[config.mk]
export PLATFORM = sky130hd
export DESIGN_NAME = spi_rx_arbiter_flat
export DESIGN_NICKNAME = d
export VERILOG_FILES = /design/src/rtl/spi_rx_arbiter_if.sv /design/src/rtl/spi_rx_arbiter.sv /design/src/flat_wrapper.sv
export SDC_FILE = /design/constraint.sdc
export NUM_CORES = 1
export LEC_CHECK = 0
export BUFFER_PORTS_ARGS = -buffer_cell sky130_fd_sc_hd__buf_2
export CORE_MARGIN = 2
export CORE_UTILIZATION = 56
export DETAILED_ROUTE_END_ITERATION = 8
export PLACE_DENSITY = 0.85
export SLEW_MARGIN = 20
export SYNTH_ARGS = -nofsm -noshare
export SYNTH_HDL_FRONTEND = slang
export SYNTH_SLANG_ARGS = --single-unit
[constraint.sdc]
create_clock -name clk -period 1.79 [get_ports clk]
set_input_delay 0.179 -clock clk [delete_from_list [all_inputs] [get_ports clk]]
set_output_delay 0.179 -clock clk [all_outputs]
set_load 0.01 [all_outputs]
[src/rtl/spi_rx_arbiter_if.sv]
// Requester-side and spi_rx-side signals of the shared SPI byte receiver arbiter.
interface spi_rx_arbiter_if #(
  parameter int unsigned LEN_W = 8
) ();
  logic [1:0]       req;
  logic [LEN_W-1:0] len0;
  logic [LEN_W-1:0] len1;
  logic [1:0]       gnt;
  logic [1:0]       done;
  logic             byte_valid;
  logic [7:0]       byte_data;
  logic             byte_dst;
  logic [1:0]       cs_n;
  logic             rx_rd_en;
  logic [7:0]       rx_data;
  logic             rx_received;
  logic             rx_clk_en;

  // Arbiter side
  modport slave (
    input  req, len0, len1, rx_data, rx_received,
    output gnt, done, byte_valid, byte_data, byte_dst, cs_n, rx_rd_en, rx_clk_en
  );

  // Requesters plus spi_rx side
  modport master (
    output req, len0, len1, rx_data, rx_received,
    input  gnt, done, byte_valid, byte_data, byte_dst, cs_n, rx_rd_en, rx_clk_en
  );
endinterface

[src/rtl/spi_rx_arbiter.sv]
// Round-robin sharing of one spi_rx byte receiver between two burst requesters.
module spi_rx_arbiter #(
  parameter int unsigned CLK_DIV  = 4,
  parameter int unsigned LEN_W    = 8,
  parameter int unsigned CS_SETUP = 2,
  parameter int unsigned CS_HOLD  = 2
) (
  input logic             clk,
  input logic             rst_n,
  spi_rx_arbiter_if.slave bus
);

  localparam int unsigned DIV_W    = 8;
  localparam int unsigned TMR_W    = 12;
  localparam int unsigned INIT_CYC = 10 * CLK_DIV;

  typedef enum logic [2:0] {
    S_INIT,
    S_IDLE,
    S_SETUP,
    S_READ,
    S_WAIT,
    S_HOLD,
    S_GAP
  } state_e;

  state_e           state_q, state_d;
  logic [DIV_W-1:0] div_q, div_d;
  logic             clk_en_q, clk_en_d;
  logic [TMR_W-1:0] tmr_q, tmr_d;
  logic [LEN_W-1:0] rem_q, rem_d;
  logic             last_q, last_d;
  logic             sel_q, sel_d;
  logic [1:0]       gnt_q, gnt_d;
  logic [1:0]       done_q, done_d;
  logic [1:0]       cs_n_q, cs_n_d;
  logic             rd_en_q, rd_en_d;
  logic             bv_q, bv_d;
  logic [7:0]       data_q, data_d;
  logic             dst_q, dst_d;
  logic             win;

  // Free-running bit-rate strobe for spi_rx
  always_comb begin
    clk_en_d = (div_q == DIV_W'(CLK_DIV - 1));
    div_d    = clk_en_d ? '0 : DIV_W'(div_q + DIV_W'(1));
  end

  // Burst sequencing: next state and next registered outputs
  always_comb begin
    state_d = state_q;
    tmr_d   = tmr_q;
    rem_d   = rem_q;
    last_d  = last_q;
    sel_d   = sel_q;
    gnt_d   = gnt_q;
    cs_n_d  = cs_n_q;
    done_d  = 2'b00;
    rd_en_d = 1'b0;
    bv_d    = 1'b0;
    data_d  = data_q;
    dst_d   = dst_q;
    win     = 1'b0;

    case (state_q)
      S_INIT: begin
        // Let any byte spi_rx had in flight drain before trusting it
        if (tmr_q == TMR_W'(INIT_CYC - 1)) begin
          tmr_d   = '0;
          state_d = S_IDLE;
        end else begin
          tmr_d = TMR_W'(tmr_q + TMR_W'(1));
        end
      end
      S_IDLE: begin
        if (bus.req != 2'b00) begin
          win     = (bus.req == 2'b11) ? ~last_q : bus.req[1];
          sel_d   = win;
          last_d  = win;
          gnt_d   = win ? 2'b10 : 2'b01;
          cs_n_d  = win ? 2'b01 : 2'b10;
          rem_d   = win ? bus.len1 : bus.len0;
          tmr_d   = '0;
          state_d = S_SETUP;
        end
      end
      S_SETUP: begin
        if (tmr_q == TMR_W'(CS_SETUP - 1)) begin
          tmr_d = '0;
          if (rem_q == '0) begin
            state_d = S_HOLD;
          end else begin
            rd_en_d = 1'b1;
            state_d = S_READ;
          end
        end else begin
          tmr_d = TMR_W'(tmr_q + TMR_W'(1));
        end
      end
      S_READ: begin
        state_d = S_WAIT;
      end
      S_WAIT: begin
        if (bus.rx_received) begin
          bv_d   = 1'b1;
          data_d = bus.rx_data;
          dst_d  = sel_q;
          rem_d  = LEN_W'(rem_q - LEN_W'(1));
          tmr_d  = '0;
          if (rem_q == LEN_W'(1)) begin
            state_d = S_HOLD;
          end else begin
            rd_en_d = 1'b1;
            state_d = S_READ;
          end
        end
      end
      S_HOLD: begin
        if (tmr_q == TMR_W'(CS_HOLD - 1)) begin
          tmr_d   = '0;
          cs_n_d  = 2'b11;
          gnt_d   = 2'b00;
          done_d  = sel_q ? 2'b10 : 2'b01;
          state_d = S_GAP;
        end else begin
          tmr_d = TMR_W'(tmr_q + TMR_W'(1));
        end
      end
      S_GAP: begin
        state_d = S_IDLE;
      end
      default: begin
        state_d = S_INIT;
      end
    endcase
  end

  // State and output registers
  always_ff @(posedge clk or negedge rst_n) begin
    if (!rst_n) begin
      state_q  <= S_INIT;
      div_q    <= '0;
      clk_en_q <= 1'b0;
      tmr_q    <= '0;
      rem_q    <= '0;
      last_q   <= 1'b1;
      sel_q    <= 1'b0;
      gnt_q    <= 2'b00;
      done_q   <= 2'b00;
      cs_n_q   <= 2'b11;
      rd_en_q  <= 1'b0;
      bv_q     <= 1'b0;
      data_q   <= '0;
      dst_q    <= 1'b0;
    end else begin
      state_q  <= state_d;
      div_q    <= div_d;
      clk_en_q <= clk_en_d;
      tmr_q    <= tmr_d;
      rem_q    <= rem_d;
      last_q   <= last_d;
      sel_q    <= sel_d;
      gnt_q    <= gnt_d;
      done_q   <= done_d;
      cs_n_q   <= cs_n_d;
      rd_en_q  <= rd_en_d;
      bv_q     <= bv_d;
      data_q   <= data_d;
      dst_q    <= dst_d;
    end
  end

  assign bus.gnt        = gnt_q;
  assign bus.done       = done_q;
  assign bus.cs_n       = cs_n_q;
  assign bus.rx_rd_en   = rd_en_q;
  assign bus.rx_clk_en  = clk_en_q;
  assign bus.byte_valid = bv_q;
  assign bus.byte_data  = data_q;
  assign bus.byte_dst   = dst_q;

endmodule

[src/flat_wrapper.sv]
// flat-port wrapper written by rule: the top's interface ports become plain ports
module spi_rx_arbiter_flat 
#(
  parameter int unsigned CLK_DIV  = 4,
  parameter int unsigned LEN_W    = 8,
  parameter int unsigned CS_SETUP = 2,
  parameter int unsigned CS_HOLD  = 2
)
  (clk, rst_n, bus_req, bus_len0, bus_len1, bus_rx_data, bus_rx_received, bus_gnt, bus_done, bus_byte_valid, bus_byte_data, bus_byte_dst, bus_cs_n, bus_rx_rd_en, bus_rx_clk_en);
  spi_rx_arbiter_if #(.LEN_W(LEN_W)) bus_i ();
  input logic clk;
  input logic rst_n;
  input wire logic [$bits(bus_i.req)-1:0] bus_req;
  input wire logic [$bits(bus_i.len0)-1:0] bus_len0;
  input wire logic [$bits(bus_i.len1)-1:0] bus_len1;
  input wire logic [$bits(bus_i.rx_data)-1:0] bus_rx_data;
  input wire logic [$bits(bus_i.rx_received)-1:0] bus_rx_received;
  output wire logic [$bits(bus_i.gnt)-1:0] bus_gnt;
  output wire logic [$bits(bus_i.done)-1:0] bus_done;
  output wire logic [$bits(bus_i.byte_valid)-1:0] bus_byte_valid;
  output wire logic [$bits(bus_i.byte_data)-1:0] bus_byte_data;
  output wire logic [$bits(bus_i.byte_dst)-1:0] bus_byte_dst;
  output wire logic [$bits(bus_i.cs_n)-1:0] bus_cs_n;
  output wire logic [$bits(bus_i.rx_rd_en)-1:0] bus_rx_rd_en;
  output wire logic [$bits(bus_i.rx_clk_en)-1:0] bus_rx_clk_en;
  assign bus_i.req = bus_req;
  assign bus_i.len0 = bus_len0;
  assign bus_i.len1 = bus_len1;
  assign bus_i.rx_data = bus_rx_data;
  assign bus_i.rx_received = bus_rx_received;
  assign bus_gnt = bus_i.gnt;
  assign bus_done = bus_i.done;
  assign bus_byte_valid = bus_i.byte_valid;
  assign bus_byte_data = bus_i.byte_data;
  assign bus_byte_dst = bus_i.byte_dst;
  assign bus_cs_n = bus_i.cs_n;
  assign bus_rx_rd_en = bus_i.rx_rd_en;
  assign bus_rx_clk_en = bus_i.rx_clk_en;
  spi_rx_arbiter #(.CLK_DIV(CLK_DIV), .LEN_W(LEN_W), .CS_SETUP(CS_SETUP), .CS_HOLD(CS_HOLD)) u_core (.clk(clk), .rst_n(rst_n), .bus(bus_i));
endmodule
==> results of run 1 <==
[metrics by stage]
step	instance area, µm²	cells	TNS (ps)	setup WS, ps
final	3601	439	0	22.74
after global routing	3601	439	-270.0	-68.06
after CTS	3505	435	-1.835	-1.835
after detailed placement	3358	426	0	4.760
after global placement	3358	426	0	48.64
after floorplan	2889	296	0	154.3
[where the power goes]
part / internal [mW] / switching [mW] / total, mW
Sequential: 1.54 / 0.358 / 1.90
Clock: 0.557 / 0.393 / 0.950
Combinational: 1.17 / 1.25 / 2.43
[routing by layer]
| layer | part of all wire, % | vias up | track usage (%) | wire length [µm] |
|---|---|---|---|---|
| met3 | 4.6 | 12 | 5.159 | 297 |
| met2 | 51 | 90 | 39.08 | 3289 |
| met5 | 0 | - | 0 | 0 |
| met4 | 1.9 | 0 | 10.14 | 126 |
| li1 | - | 1231 | - | - |
| met1 | 43 | 1210 | 28.84 | 2778 |
[cell type report]
type                    instances  area, µm²  area share (%)
multi-input cells             222       1549           43.02
flip-flops and latches         51       1281           35.58
repair buffers                 79      513.0           14.25
well taps                      70      87.58           2.432
clock buffers                   5      68.82           1.911
clock inverters                 3      67.56           1.876
inverters                       9      33.78          0.9382
[worst reg2reg max path: stages (launching register included)]
cell and delay (ps):
dfrtp_1 400, or3_4 390, a221oi_4 390, buf_6 200
nor4_1 60, a31oi_1 160, nand2_1 60
[cells in the final DEF, fill, tap and decap left out, types with 3 or more instances in the layout]
cell      count
dfrtp_1      47
buf_2        46
buf_4        28
nand2_1      26
nor2_1       22
nand3_1      14
a31oi_1      12
a21oi_1      11
o21ai_1      10
mux2_2       10
inv_1         9
nor3_1        9
and3_1        6
xnor2_1       6
o22a_1        6
ha_1          6
mux2i_1       5
o21ai_0       5
clkbuf_8      5
nor4_2        4
nor2b_1       4
nand2b_1      4
nor4_1        4
a21o_1        3
or2_2         3
nand4_1       3
a211oi_1      3
dfstp_2       3
[sequential cells by signal, summed over array words and instances (netlist names)]
name                   count
u_core.last_q              1
u_core.div_q               8
u_core.bus.byte_dst        1
u_core.bus.done            2
u_core.rem_q               8
u_core.bus.cs_n            2
u_core.bus.gnt             2
u_core.tmr_q              12
u_core.state_q             3
u_core.bus.byte_data       8
u_core.sel_q               1
u_core.bus.rx_clk_en       1
u_core.bus.byte_valid      1
u_core.bus.rx_rd_en        1
[cell usage after synthesis (all sizes together) (9+ instances only)]
library cell  instances
buf                  10
nand2                27
nand3                15
nor2                 24
dfrtp                48
o21ai                15
inv                   9
a31oi                12
nor4                 10
a21oi                13
nor3                 11
mux2                 10
[cell families after synthesis]
logic type,share of synthesized area [%]
muxes,5.630
buffers and inverters,4.071
xor gates and xnor gates,2.122
and+or+nand+nor,23.73
DFF,44.30
adders and majority gates,2.598
AOI/OAI and AO/OA,17.54
[path summary, 6_finish.rpt]
path                              startpoint                       to  slack [ps]  cells after the start
max                        u_core.state_q[2]          u_core.tmr_q[8]          20                      6
min                           bus_rx_data[0]  u_core.bus.byte_data[0]         100                      2
max reg2reg                u_core.state_q[2]          u_core.tmr_q[8]          20                      6
min reg2reg                  u_core.div_q[7]          u_core.div_q[7]         490                      1
max in group asynchronous              rst_n       u_core.bus.cs_n[1]        1120                      3
min in group asynchronous              rst_n          u_core.rem_q[2]         380                      3
[repair_timing]
action / CTS / global route
gates resized for setup: 0 / 15
hold buffers: 1 / 0
buffers inserted: 0 / 3
pin swaps: 0 / 6
endpoints found under the setup margin: 1 / 24
endpoints found under the hold margin: 48 / 0
cloned: 0 / 1
==> metrics.yaml, run 1 <==
clock_tree:
  cts_max_level: 2
  clock-sinks: 51
  cts_tree: "yes"
  clk_pin_slew_ps: 90
  clockBufferDepth: 2
  root_buffer: "clkbuf_8"
  numCtsBuffers: 5
  clk_latency_ps: 310
place:
  place_congestion: 0.9298
  hpwl_um: 4532
  io_buffer_count: 46
grt:
  grt_first_pass_wirelength_um: 10240
  grt_overflow: 0
  antenna_found_initial: 0
  grt_pass1_vias: 2457
  grt_max_degree: 52
  grt.total_usage_pct: 23.30
sta:
  max_freq_mhz: 565.8
  finalHoldViolations: 0
  period_share_pct: 98.73
  setup_violations: 0
  finalCriticalPeriod_ps: 1767
  skew_ps: 9.537
  slew_viol_final: 0
  tightest_slew_ps: 430.8
  rsz0062_at_grt: "yes"
  slew-limit-headroom_pct: 71.25
  holdWs_ps: 99.86
synthesis:
  synth-seq-cells: 51
  yosys_warnings: 0
  synthDistinctLibCells: 60
  yosys.area.top_type: "dfrtp_1"
  postSynthNetCount: 331
  synthCells: 296
  ys_async_sr_fraction_pct: 100.0
  synth_edf_count: 0
  synth_area_leaders: "dfrtp_1 42%, mux2_2 3.9%, nand2_1 3.4%, nor2_1 3.1%, dfstp_2 2.7%"
  seq_area_frac_synth_pct: 44.30
  ys.flop_type: "dfrtp_1"
  syn_area_per_cell_um2: 9.760
  netlist.area_leader.share_pct: 41.58
  synthesis.area_um2: 2889
worst_setup_path:
  critPathBufInv: 1
  end_kind: "register"
  max_stage_delay_ps: 400
  path_class: "reg2reg"
  required_ps: 2000
  cp_cell_sequence: "or3_4 > a221oi_4 > buf_6 > nor4_1 > a31oi_1 > nand2_1"
  start_kind: "register"
  cp_top_family: "compound AO/OA/AOI/OAI gates"
  slowest_stage: "dfrtp_1"
  path_max_fanout: 12
  arrival_ps: 1970
die:
  fp.dieH_um: 75.83
  die_width_um: 75.83
  core_um2: 5042
  dieArea_um2: 5749
  rows: 26
  ioPinCount: 47
  start_util_pct: 57.30
hold_path:
  hold_class: "in2reg"
power:
  p_leak_nw: 1.652
  finalPower_mw: 5.278
  peakVddDrop_uv: 778.1
  p_per_area_nw_per_um2: 1466
status:
  status: "complete, no violations"
drt:
  drc: 0
  vias: 2543
  ant_nets: 0
  wl_um: 6492
  via_per_inst: 5.793
  initialDrtViolationCount: 176
  wire_per_inst_um: 14.79
  dr.pass1.iters: 4
final_layout:
  n_fill_cell: 369
  final_core_util_pct: 71.41
  drive_above_1_share_pct: 34.69
  diodes: 0
  nNetsFinal: 403
  area_growth_pct: 24.64
flow_run:
  drv_cap: 0
Power figures use the tool's default switching activity.
==> run 2: changes to the inputs <==
Settings changed: ABC_AREA set to 1, CORE_UTILIZATION 56 to 57, PLACE_DENSITY 0.85 to 0.86, SLEW_MARGIN 20 to unset.
==> run 2 against run 1 <==
Sequential share of layout area is 1.3 points higher. Cell count is 26% higher. First-iteration DRC count up 52%. Sequential power fell by 6%. Register-to-register slack better by 80 ps. Critical path type unchanged. Largest cell class unchanged.
==> metrics.yaml, run 2 <==
power:
  peakVddDrop_uv: 762.5  # -2.0%
  p_leak_nw: 1.899  # +15%
  internal_power_mw: 2.568  # -22%
  p_switching_mw: 2.114  # +5.5%
  clockPowerShare_pct: 15.4  # -2.6 points
  combPwrFrac_pct: 46.6  # +0.6 points
  p_sw_share_pct: 45.15  # +7.2 points
  seqPwrFrac_pct: 38.0  # +2.0 points
  p_per_area_nw_per_um2: 1347  # -8.1%
sta:
  setup_violations: 0  # unchanged
  slew-limit-headroom_pct: 59.37  # -12 points
  finalHoldViolations: 0  # unchanged
  fin_ws_ps: 106.8  # +84.05 ps
  skew_ps: 6.348  # -3.189 ps
  tightest_slew_ps: 603.8  # +173.0 ps
  period_share_pct: 94.03  # -4.7 points
  slew_viol_final: 0  # unchanged
  max_freq_mhz: 594.1  # +5.0%
  finalCriticalPeriod_ps: 1683  # -84.05 ps
worst_setup_path:
  cp_cell_sequence: "inv_1 > nand2_1 > nor2_1 > nand3_1 > nand2_1 > nand3_1 > o21ai_0"
  slowest_stage: "dfrtp_1"
  path_max_fanout: 5  # -7
  arrival_ps: 1910  # -60 ps
  required_ps: 2010  # about the same
  max_stage_delay_ps: 420  # +20 ps
  end_kind: "register"
  start_kind: "register"
  cp_top_family: "simple AND/OR/NAND/NOR gates"
  critPathBufInv: 1  # unchanged
  path_class: "reg2reg"
drt:
  dr.pass1.iters: 5  # +1
  wire_per_inst_um: 12.03  # -19%
  ant_nets: 0  # unchanged
  wl_um: 6667  # +2.7%
  initialDrtViolationCount: 268  # +52%
  via_per_inst: 5.072  # -12%
  vias: 2810  # +10%
  drc: 0  # unchanged
place:
  place_congestion: 0.8980  # -3.4%
  hpwl_um: 4927  # +8.7%
  io_buffer_count: 46  # unchanged
  post-place-ws_ps: 97.95  # +93.19 ps
  post-place-cells: 545  # +28%
clock_tree:
  clockBufferDepth: 2  # unchanged
  post_cts_buffers: 0  # unchanged
  numCtsBuffers: 5  # unchanged
  clk_pin_slew_ps: 100  # about the same
  cts_tree: "yes"
  cts_max_level: 2  # unchanged
  clock-sinks: 51  # unchanged
  root_buffer: "clkbuf_8"
  clk_latency_ps: 310  # about the same
synthesis:
  synth_area_leaders: "dfrtp_1 40%, nand2_1 21%, inv_1 6.1%, nand3_1 5.9%, nor2_1 4.5%"
  synth_commonest_cells: "165 x nand2_1, 48 x dfrtp_1, 48 x inv_1, 36 x nor2_1, 35 x nand3_1"
  postSynthNetCount: 459  # +39%
  yosys.area.top_type: "dfrtp_1"
  yosysMostFrequentCell: "nand2_1"
  ys.flop_type: "dfrtp_1"
  ys_async_sr_fraction_pct: 100.0  # unchanged
  synthesis.area_um2: 2977  # +3.0%
  synthCells: 424  # +43%
  yosys_warnings: 0  # unchanged
  netlist.area_leader.share_pct: 40.35  # -1.2 points
  synth-seq-cells: 51  # unchanged
  synth_edf_count: 0  # unchanged
  syn_area_per_cell_um2: 7.020  # -28%
  synthDistinctLibCells: 32  # -47%
  seq_area_frac_synth_pct: 43.00  # -1.3 points
status:
  status: "complete, no violations"
grt:
  grt_first_pass_wirelength_um: 11430  # +12%
  grt_overflow: 0  # unchanged
  grt_max_degree: 30  # -42%
  antenna_found_initial: 0  # unchanged
  grt.total_usage_pct: 23.75  # +0.45 points
  grt_pass1_vias: 2660  # +8.3%
final_layout:
  diodes: 0  # unchanged
  final_core_util_pct: 68.47  # -2.9 points
  layout.cells.non_filler: 554  # +26%
  mostFrequentLayoutCells: "164 x nand2_1, 47 x inv_1, 47 x dfrtp_1"
  drive_above_1_share_pct: 16.94  # -18 points
  largest_reg_flops: 12  # unchanged
  area_growth_pct: 16.73
  nNetsFinal: 518  # +29%
  top_register: "u_core.tmr_q"
  final_common_cell: "nand2_1"
die:
  ioPinCount: 47  # unchanged
  start_util_pct: 58.65  # +1.4 points
  dieArea_um2: 5816  # +1.2%
  die_width_um: 76.27  # +0.58%
  fp.dieH_um: 76.27  # +0.58%
  rows: 26  # unchanged
  core_um2: 5075  # +0.65%
hold_path:
  hold_class: "in2reg"
flow_run:
  drv_cap: 0  # unchanged
==> run 2: cell types whose count changed after synthesis, sizes merged, moves of 8 or more <==
cell and delta:
nand3 +21, inv +42, nor2 +15, mux2 -10, nor3 -8, nand2 +141, o21ai +15, nor4 -8
a31oi -11
==> run 2: worst reg2reg max path: stages, from the launching register on <==
cell and delay [ps]:
dfrtp_1 420, inv_1 110, nand2_1 90, nor2_1 230
nand3_1 280, nand2_1 190, nand3_1 80, o21ai_0 200
==> run 2: power by group through the flow <==
stage          clock network [mW]  registers [mW]  logic [mW]
6_report                    0.719            1.78        2.18
5_1_grt                     0.767            1.82        2.47
4_1_cts                     0.733            1.77        2.15
3_5_place_dp                    0            1.78        2.14
3_3_place_gp                    0            1.78        2.09
2_1_floorplan                   0            1.81        1.50
==> run 2: area by class of cell <==
| type | count | area, µm² |
|---|---|---|
| clock buffers | 6 | 82.58 |
| clock inverters | 2 | 16.27 |
| fillers | 444 | 1600 |
| inverters | 52 | 200.2 |
| multi-input cells | 315 | 1471 |
| flip-flops and latches | 51 | 1281 |
| well taps | 70 | 87.58 |
| repair buffers | 58 | 335.3 |
==> run 2: path summary, 6_finish.rpt <==
check,slack (ps),start,to,cells past startpoint
max,110,u_core.tmr_q[8],u_core.state_q[0],7
min,60,bus_rx_data[7],u_core.bus.byte_data[7],3
max reg2reg,110,u_core.tmr_q[8],u_core.state_q[0],7
min reg2reg,470,u_core.last_q,u_core.last_q,2
max in group asynchronous,790,rst_n,u_core.last_q,3
min in group asynchronous,380,rst_n,u_core.tmr_q[8],2
==> run 2: logic make-up after synthesis <==
group           count (synthesis)  synth area share, %
xor+xnor                        7                2.060
simple gates                  260                36.82
flops                          51                43.00
buf+inv                        58                7.818
fa+ha+maj                       6                2.522
compound gates                 42                7.777
==> run 2: per-layer routing <==
| metal | share of wire (%) | GRT usage [%] |
|---|---|---|
| met1 | 45 | 30.69 |
| met2 | 48 | 40.09 |
| met3 | 6.3 | 4.265 |
| met4 | 1.7 | 8.727 |
| met5 | 0 | 0 |
==> run 2: per-stage QoR <==
step,hold slack (ps),cell area [µm²],setup TNS [ps],power [mW]
after global routing,64.31,3475,-17.20,5.060
after CTS,60.41,3463,0,4.650
after detailed placement,192.9,3354,0,3.923
after floorplan,-116.6,2977,0,3.303
after global placement,193.6,3354,0,3.862
final,63.29,3475,0,4.682
==> run 2: repair_timing <==
action                                 CTS  global route
hold buffers                             1             0
setup endpoints to repair                0            20
endpoints found under the hold margin   22             0
gates resized for setup                  0             5
